===== src/rtl/eth_pkg.sv =====
// Shared Ethernet constants and the transmit framer state encoding.
package eth_pkg;
   localparam logic [7:0]  ETH_PREAMBLE   = 8'h55;
   localparam logic [7:0]  ETH_SFD        = 8'hD5;
   localparam logic [31:0] CRC32_POLY     = 32'hEDB88320;
   localparam logic [31:0] CRC32_INIT     = 32'hFFFFFFFF;
   localparam logic [1:0]  RGMII_CTL_IDLE = 2'b00;
   localparam logic [1:0]  RGMII_CTL_DATA = 2'b11;
   localparam logic [1:0]  RGMII_CTL_ERR  = 2'b01;

   typedef enum logic [2:0] {
      ST_IDLE,
      ST_PREAMBLE,
      ST_SFD,
      ST_DATA,
      ST_PAD,
      ST_FCS,
      ST_IFG,
      ST_DROP
   } tx_state_t;
endpackage


===== src/rtl/crc32_d8.sv =====
// One byte step of the reflected Ethernet CRC-32, LSB first; shared with the RX checker.
module crc32_d8
   import eth_pkg::*;
(
   input  logic [31:0] crc_in,
   input  logic [7:0]  d,
   output logic [31:0] crc_out
);
   always_comb begin
      crc_out = crc_in ^ {24'h000000, d};
      for (int i = 0; i < 8; i++)
         crc_out = crc_out[0] ? ((crc_out >> 1) ^ CRC32_POLY) : (crc_out >> 1);
   end
endmodule


===== src/rtl/rgmii_tx_framer.sv =====
// Ethernet TX framer: wraps a byte stream with preamble/SFD, pad, FCS and IFG for the RGMII DDR mux.
//
// state    | meaning
// IDLE     | wire idle, waiting for s_valid (first byte held)
// PREAMBLE | 0x55 on the wire
// SFD      | 0xD5 on the wire, first byte accepted
// DATA     | streaming frame bytes into CRC
// PAD      | zero bytes up to MIN_LEN
// FCS      | ~CRC, LSB byte first
// IFG      | idle gap before returning to IDLE
// DROP     | after underrun, discard until s_last while the gap runs
module rgmii_tx_framer
   import eth_pkg::*;
#(
   parameter int PREAMBLE_LEN = 7,
   parameter int MIN_LEN      = 60,
   parameter int IFG_LEN      = 12
) (
   input  logic        clk,
   input  logic        reset,
   input  logic [7:0]  s_data,
   input  logic        s_valid,
   input  logic        s_last,
   output logic        s_ready,
   output logic [7:0]  tx_data,
   output logic [1:0]  tx_ctl,
   output logic        busy,
   output logic [15:0] frame_count,
   output logic [15:0] underrun_count
);
   localparam logic [15:0] PRE_LAST = 16'(PREAMBLE_LEN - 1);
   localparam logic [15:0] IFG_LAST = 16'(IFG_LEN - 1);
   localparam logic [15:0] MIN_CNT  = 16'(MIN_LEN);

   tx_state_t   state;
   logic [15:0] timer;
   logic [15:0] byte_cnt;
   logic [15:0] cnt_base;
   logic [15:0] cnt_inc;
   logic [31:0] crc;
   logic [31:0] crc_base;
   logic [31:0] crc_next;
   logic [31:0] fcs;
   logic [7:0]  crc_d;
   logic [7:0]  fcs_byte;
   logic        accept;

   // The first payload byte is taken during SFD, so it starts from a fresh CRC and count.
   assign crc_base = (state == ST_SFD) ? CRC32_INIT : crc;
   assign cnt_base = (state == ST_SFD) ? 16'd0 : byte_cnt;
   assign cnt_inc  = (cnt_base == 16'hFFFF) ? cnt_base : cnt_base + 16'd1;
   assign crc_d    = (state == ST_PAD) ? 8'h00 : s_data;
   assign accept   = s_valid && s_ready;
   assign fcs      = ~crc;

   always_comb begin
      case (timer[1:0])
         2'd3:    fcs_byte = fcs[7:0];
         2'd2:    fcs_byte = fcs[15:8];
         2'd1:    fcs_byte = fcs[23:16];
         default: fcs_byte = fcs[31:24];
      endcase
   end

   crc32_d8 u_crc (
      .crc_in (crc_base),
      .d      (crc_d),
      .crc_out(crc_next)
   );

   always_ff @(posedge clk) begin
      if (reset) begin
         state          <= ST_IDLE;
         timer          <= 16'd0;
         byte_cnt       <= 16'd0;
         crc            <= CRC32_INIT;
         tx_data        <= 8'h00;
         tx_ctl         <= RGMII_CTL_IDLE;
         s_ready        <= 1'b0;
         busy           <= 1'b0;
         frame_count    <= 16'd0;
         underrun_count <= 16'd0;
      end else begin
         case (state)
            ST_IDLE: begin
               tx_data <= 8'h00;
               tx_ctl  <= RGMII_CTL_IDLE;
               if (s_valid) begin
                  state   <= ST_PREAMBLE;
                  timer   <= PRE_LAST;
                  busy    <= 1'b1;
                  tx_data <= ETH_PREAMBLE;
                  tx_ctl  <= RGMII_CTL_DATA;
               end
            end
            ST_PREAMBLE: begin
               tx_ctl <= RGMII_CTL_DATA;
               if (timer == 16'd0) begin
                  state   <= ST_SFD;
                  tx_data <= ETH_SFD;
                  s_ready <= 1'b1;
               end else begin
                  timer   <= timer - 16'd1;
                  tx_data <= ETH_PREAMBLE;
               end
            end
            ST_SFD, ST_DATA: begin
               if (accept) begin
                  tx_data  <= s_data;
                  tx_ctl   <= RGMII_CTL_DATA;
                  crc      <= crc_next;
                  byte_cnt <= cnt_inc;
                  if (s_last) begin
                     s_ready <= 1'b0;
                     timer   <= 16'd3;
                     state   <= (cnt_inc < MIN_CNT) ? ST_PAD : ST_FCS;
                  end else begin
                     state <= ST_DATA;
                  end
               end else begin
                  tx_data        <= 8'h00;
                  tx_ctl         <= RGMII_CTL_ERR;
                  underrun_count <= underrun_count + 16'd1;
                  timer          <= IFG_LAST;
                  state          <= ST_DROP;
               end
            end
            ST_PAD: begin
               tx_data  <= 8'h00;
               tx_ctl   <= RGMII_CTL_DATA;
               crc      <= crc_next;
               byte_cnt <= cnt_inc;
               if (cnt_inc >= MIN_CNT) begin
                  state <= ST_FCS;
                  timer <= 16'd3;
               end
            end
            ST_FCS: begin
               tx_data <= fcs_byte;
               tx_ctl  <= RGMII_CTL_DATA;
               if (timer == 16'd0) begin
                  frame_count <= frame_count + 16'd1;
                  timer       <= IFG_LAST;
                  state       <= ST_IFG;
               end else begin
                  timer <= timer - 16'd1;
               end
            end
            ST_IFG: begin
               tx_data <= 8'h00;
               tx_ctl  <= RGMII_CTL_IDLE;
               if (timer == 16'd0) begin
                  state <= ST_IDLE;
                  busy  <= 1'b0;
               end else begin
                  timer <= timer - 16'd1;
               end
            end
            ST_DROP: begin
               tx_data <= 8'h00;
               tx_ctl  <= RGMII_CTL_IDLE;
               if (timer != 16'd0)
                  timer <= timer - 16'd1;
               // The gap keeps running while bytes drain; leave only once both are done.
               if (accept && s_last) begin
                  s_ready <= 1'b0;
                  if (timer == 16'd0) begin
                     state <= ST_IDLE;
                     busy  <= 1'b0;
                  end else begin
                     state <= ST_IFG;
                  end
               end
            end
            default: state <= ST_IDLE;
         endcase
      end
   end
endmodule

===== config.mk =====
export PLATFORM = sky130hd
export DESIGN_NAME = rgmii_tx_framer
export DESIGN_NICKNAME = d
export VERILOG_FILES = /design/src/rtl/eth_pkg.sv /design/src/rtl/crc32_d8.sv /design/src/rtl/rgmii_tx_framer.sv
export SDC_FILE = /design/constraint.sdc
export NUM_CORES = 1
export LEC_CHECK = 0
export ABC_CLOCK_PERIOD_IN_PS = 2350
export CAP_MARGIN = 20
export CORE_MARGIN = 8
export CORE_UTILIZATION = 58
export DETAILED_ROUTE_END_ITERATION = 8
export DONT_BUFFER_PORTS = 1
export PLACE_DENSITY = 0.74
export SLEW_MARGIN = 20
export SYNTH_ARGS = -nofsm -noshare
export SYNTH_HDL_FRONTEND = slang
export SYNTH_SLANG_ARGS = --single-unit

===== constraint.sdc =====
create_clock -name clk -period 2.35 [get_ports clk]
set_input_delay 0.47 -clock clk [delete_from_list [all_inputs] [get_ports clk]]
set_output_delay 0.47 -clock clk [all_outputs]
set_load 0.01 [all_outputs]

Yosys cells after proc, flatten, opt, wreduce, memory -nomap -nowiden. Index checks and enable logic that the tools add are counted.

Flip-flop bits (word level): 111. Bits in latches: 0. Bits in writable memories: 0. Memory bits (read-only): 0. Bits of input ports: 12. Logic and storage cells: 121. Memories kept: 0.

$add $sub $neg: 4. Multiply operators: 0. Divide/modulo/power cells: 0. Magnitude comparators: 2. Equality and inequality tests: 22. Shift operators: 0. Muxes and demuxes: 52. Bitwise logic cells: 11. Reductions and logical operators: 20.

Operators by type and width (number): $mux W32 (10); $mux W16 (10); $not A13 Y14 (8); $pmux W16 S6 (1); $pmux W32 S2 (1); $add A16 B1 Y16 const B (3); $pmux W8 S5 (1); $not A32 Y32 (1); $pmux W16 S2 (1); $xor A32 B8 Y32 (1); $mux W3 (9); $mux W8 (3); $pmux W8 S3 (1); $pmux W3 S7 (1); $ne A2 B2 Y1 const B (9); $eq A16 B16 Y1 const B (1); $ge A16 B6 Y1 const B (1); $logic_not A16 Y1 (1); $lt A16 B6 Y1 const B (1); $reduce_bool A16 Y1 (1); $sub A16 B1 Y16 const B (1); $eq A3 B3 Y1 const B (4); $reduce_and A5 Y1 (2); $mux W1 (8); 20 further kinds (31).

Depth between registers and ports, before layout.
Depth after elaboration: 21. Gate-level depth with buffers: 11. Gate-level depth less buffers: 9.

Modules after synthesis. Synthesis repeated with hierarchy kept, for this count alone.

Cell total of the unflattened synthesis: 827. Area, all modules: 6545.0 um^2.

By module, submodules not included: rgmii_tx_framer (instances 1, cells an instance 755, area an instance 5769.3 um^2, sequential area each 2222.1 um^2); crc32_d8 (instances 1, cells an instance 72, area an instance 775.7 um^2, sequential area each 0.0 um^2).

Least setup slack after synthesis. OpenSTA, ideal clock, no wires.

Path kind: reg-to-reg. Start: register timer[0]. End: register timer[15]. Library setup time: 79 ps. Arrival: 2331 ps. Slack: -60 ps. Stages on the path, launching flop included: 11. Path through: dfxtp_1 -> inv_1 -> ha_1 -> clkbuf_1 -> nor4b_1 -> nand4_1 -> o21ai_1 -> nor2_1 -> nand2_1 -> or4_1 -> o211ai_1.

Cells in the longest elaborated chain, start to end: 3. Elaborated cells on any way between the ends: 10.

Ends and longest elaborated chain: from (decl) (line rgmii_tx_framer.sv:36) `logic [15:0] timer;`; from (signal assigned) (line rgmii_tx_framer.sv:103) `timer <= timer - 16'd1;`; from (signal assigned) (line rgmii_tx_framer.sv:146) `timer <= timer - 16'd1;`; from (signal assigned) (line rgmii_tx_framer.sv:156) `timer <= timer - 16'd1;`; $sub A16 B1 Y16 (tied with other cells); $mux W16 (tied with other cells) (line rgmii_tx_framer.sv:162) `if (timer != 16'd0)`; $pmux W16 S6 / $reduce_and A5 Y1 (equally long branches).

Parallel ways exist; a longest one is shown, timed or not. The select of a mux whose other input is x is not followed. A chain may end at the register's enable or synchronous reset.

Final worst setup path.
Start: register state[1]. End: register crc[21].

Cells in the longest elaborated chain, start to end: 18. Elaborated cells on any way between the ends: 25.

Ends and longest elaborated chain: from (decl) (line rgmii_tx_framer.sv:35) `tx_state_t state;`; from (signal assigned) (line rgmii_tx_framer.sv:116) `state <= (cnt_inc < MIN_CNT) ? ST_PAD : ST_FCS;`; $eq A3 B2 Y1 (line rgmii_tx_framer.sv:49, rgmii_tx_framer.sv:84); $mux W32 (line rgmii_tx_framer.sv:49) `assign crc_base = (state == ST_SFD) ? CRC32_INIT : crc;`; $xor A32 B8 Y32 (line crc32_d8.sv:10) `crc_out = crc_in ^ {24'h000000, d};`; $mux W32 (line crc32_d8.sv:12) `crc_out = crc_out[0] ? ((crc_out >> 1) ^ CRC32_POLY) : (crc_out >> 1);`; $not A13 Y14 (no source line); $mux W32 (line crc32_d8.sv:12); $not A13 Y14 (no source line); $mux W32 (2 in series) (line crc32_d8.sv:12); $not A13 Y14 (no source line); $mux W32 (line crc32_d8.sv:12); $not A13 Y14 (no source line); $mux W32 (2 in series) (line crc32_d8.sv:12); $not A13 Y14 (no source line); $mux W32 (line crc32_d8.sv:12); $mux W32 (line rgmii_tx_framer.sv:108) `if (accept) begin`; $pmux W32 S2 (line rgmii_tx_framer.sv:84) `case (state)`; to (signal assigned) (line rgmii_tx_framer.sv:111) `crc <= crc_next;`; to (signal assigned) (line rgmii_tx_framer.sv:131) `crc <= crc_next;`; to (decl) (line rgmii_tx_framer.sv:40) `logic [31:0] crc;`.

Parallel ways exist; a longest one is shown, timed or not. The select of a mux whose other input is x is not followed.

==> reports/qor.csv <==
metric,value,unit
core area,10900,sq um
"most common cell after layout, fill and taps aside",buf_4,
Worst VDD drop,1.04,mV
Synth Net Count,833,
Initial Util,59.8,%
Leak,3.15,nW
max_cap viols,0,
H-tree Lvls,3,
clock slew at reported path FFs,0.08,ns
max incr delay on CP,0.43,ns
Crit. End Element,flop,
drt pass-1 iters,5,
clk_skew,0.00875,ns
R2R cell count,11,
GPL Wtd Cong,0.954,
setup_tns,0,ns
Crit Path Class,reg2reg,
CP startpoint,state[1]$_SDFFE_PP0P_,
Final Non-Filler Cells,1051,
uppermost layer routed,met4,
DR WL met3,1740,um
layout net count,924,
flop-to-flop setup slack,0.001,ns
cell row count,38,
I/O Buffers,0,
Avg Synthesized Cell Area,8.03,sq um
Max-slew headroom,58.0,%
crit path cell chain,buf_4 -> or3b_4 -> buf_8 -> nand2_4 -> xor2_4 -> buf_12 -> xnor2_4 -> buf_12 -> xnor2_1 -> xnor2_1 -> a21oi_1,
vias per cell,6.18,
number of synthesized flops with an enable pin,0,
Antenna diodes,0,
global route overflow,0,
PwrDens,1270,nW/um^2
ys flop type,dfxtp_1,
"Slew Viols, Final",0,
fin crit share,100,%
layout cells sized above 1,22.9,%
Ys Warns,0,
root buf cell,clkbuf_16,
f_max,426,MHz
initial antenna violation count,0,
Final ANT Viol Nets,0,
Async SR Flop Fraction,0,%
total CTS buffers,9,
Final setup viols,0,
largest fanout on the critical path,5,
WHS Endpoint,timer[1]$_SDFFE_PP0P_,
Die H,122,um
Final Hold Viols,0,
first-pass GRT wire length,29900,um
final wirelength,19400,um
DR iter-0 viols,574,
Overall Global Routing Usage,24.7,%
CTS tree,yes,
"Req. time, crit path",2.59,ns
Skew-Pair Late Insertion Delay,0.36,ns
Reg2Reg Launch Point,state[1]$_SDFFE_PP0P_,
Met1 Wirelength,7590,um
worst slew pin tran,0.624,ns
Layout area overhead,23.7,%
Post-Syn Instances,815,
count of cell types in the netlist,71,
CTS Hold Bufs,0,
Reg-to-Reg End,crc[21]$_SDFFE_PP1P_,
fill cell count,825,
vias in the first global route,6022,
Yosys reg bits,111,
post-layout min period,2.35,ns
largest net degree at the start of global routing,78,
die area,14900,sq um
DR vias,6497,
Sink Count,111,
WP data arrival,2.59,ns
total placed cells including tap cells,1011,
Slowest cell on crit path,or3b_4,
dpl hpwl,13100,um
Clock Path Buffers,2,
IO Pins,56,
status,"finished, final reports clean",
Avg WL per Cell,18.5,um
"commonest cells after routing, fill and taps aside","buf_4, nor2_1, dfxtp_1",
worst hold start,reset,
# DRC,0,
register area share after synthesis,34.0,%
Hold Crit Class,in2reg,
WHS Path Cells,1,
met2 WL,9380,um
Die W,122,um
Post-Synthesis Cell Area,6540,sq um
startpoint types,flop,
==> logic make-up (layout without fill, tap and decap cells) <==
kind of cell / Yosys count / after routing / share of synthesized area, %
simple gates: 326 / 326 / 24.2
compound gates: 206 / 206 / 19.6
flops: 111 / 111 / 34.0
xor+xnor: 95 / 95 / 16.0
buf+inv: 66 / 162 / 4.36
fa+ha+maj: 6 / 6 / 1.15
mux: 5 / 5 / 0.765
==> report_power, final <==
group / switching (mW) / internal (mW) / total, mW
registers: 0.320 / 2.21 / 2.53
clock network: 0.749 / 0.875 / 1.62
logic: 3.30 / 2.79 / 6.10
==> through the flow <==
stage | total power, mW | instance area, sq um | setup slack [ns] | util [%] | hold slack, ns
global placement | 7.67 | 7320 | -0.113 | 66.9 | 0.474
floorplan | 6.24 | 6550 | 0.0213 | - | 0.449
global route | 10.8 | 8100 | -0.0524 | 74.0 | 0.171
detailed placement | 7.80 | 7320 | -0.168 | 66.9 | 0.486
CTS | 9.53 | 7720 | -0.0158 | 70.6 | 0.170
finish | 10.2 | 8100 | 0.00107 | 74.0 | 0.181
==> critical path, delay by kind of cell (launching register included) <==
family | cells | cell delay (ns)
and+or+nand+nor | 2 | 0.52
buffers and inverters | 4 | 0.58
DFF | 1 | 0.32
xor gates and xnor gates | 4 | 0.72
AOI/OAI and AO/OA | 1 | 0.09
==> flip-flops by register name, summed over array words and instances, names as in the netlist <==
name / count
byte_cnt: 16
underrun_count: 16
busy: 1
frame_count: 16
state: 3
tx_ctl: 2
tx_data: 8
timer: 16
s_ready: 1
crc: 32
==> worst max path at each step <==
| stage | end | slack, ns | cells after the start |
|---|---|---|---|
| 3_3_place_gp | timer[1]$_SDFFE_PP0P_ | -0.11 | 9 |
| 5_1_grt | crc[29]$_SDFFE_PP1P_ | -0.05 | 10 |
| 2_1_floorplan | frame_count[14]$_SDFFE_PP0P_ | 0.02 | 9 |
| 3_5_place_dp | timer[1]$_SDFFE_PP0P_ | -0.17 | 7 |
| 4_1_cts | timer[1]$_SDFFE_PP0P_ | -0.02 | 10 |
| 6_report | crc[21]$_SDFFE_PP1P_ | 0.001 | 11 |
==> cells in the mapped netlist, drive strengths merged (3+ instances only) <==
cell    instances  area [sq um]
o22ai           4          25.0
o31ai           4          35.0
and3            9          56.3
nand3          24           120
dfxtp         111          2220
nand4          19           125
nor2          106           400
buf            18           104
a211oi         10          75.1
clkbuf         29           110
a21oi          67           335
and4            5          43.8
nor3b           3          33.8
o41ai           3          26.3
xor2           38           475
o21ai          55           275
mux2i           5          50.1
nand2b          7          43.8
o221ai          6          52.6
or4             3          22.5
or3            15          93.8
nor2b           3          18.8
nand2          83           334
o211ai         23           173
inv            18          67.6
nor4            6          37.5
a311oi          3          26.3
nor3           35           186
a22oi           4          30.0
ha              6          75.1
a31oi           6          37.5
xnor2          57           571
==> area by class of cell <==
type,count,area [sq um],share of cell area (%)
Inverter,19,75.1,0.927
Timing Repair Buffer,127,1070,13.2
Multi-Input combinational cell,638,4230,52.3
Clock inverter,6,72.6,0.896
Clock buffer,10,239,2.95
Tap cell,140,175,2.16
Sequential cell,111,2230,27.6
==> what timing repair did <==
action | CTS | global route
gates cloned | 0 | 1
pin swaps | 1 | 13
endpoints found under the setup margin | 18 | 41
resized for setup | 9 | 44
buffers inserted | 4 | 19
==> routing by layer <==
metal | GRT usage, % | vias up
li1 | - | 3066
met1 | 30.6 | 3039
met2 | 41.1 | 327
met3 | 5.51 | 65
met4 | 9.67 | 0
met5 | 0 | -
Note: power is estimated with default switching activity, not from simulation.
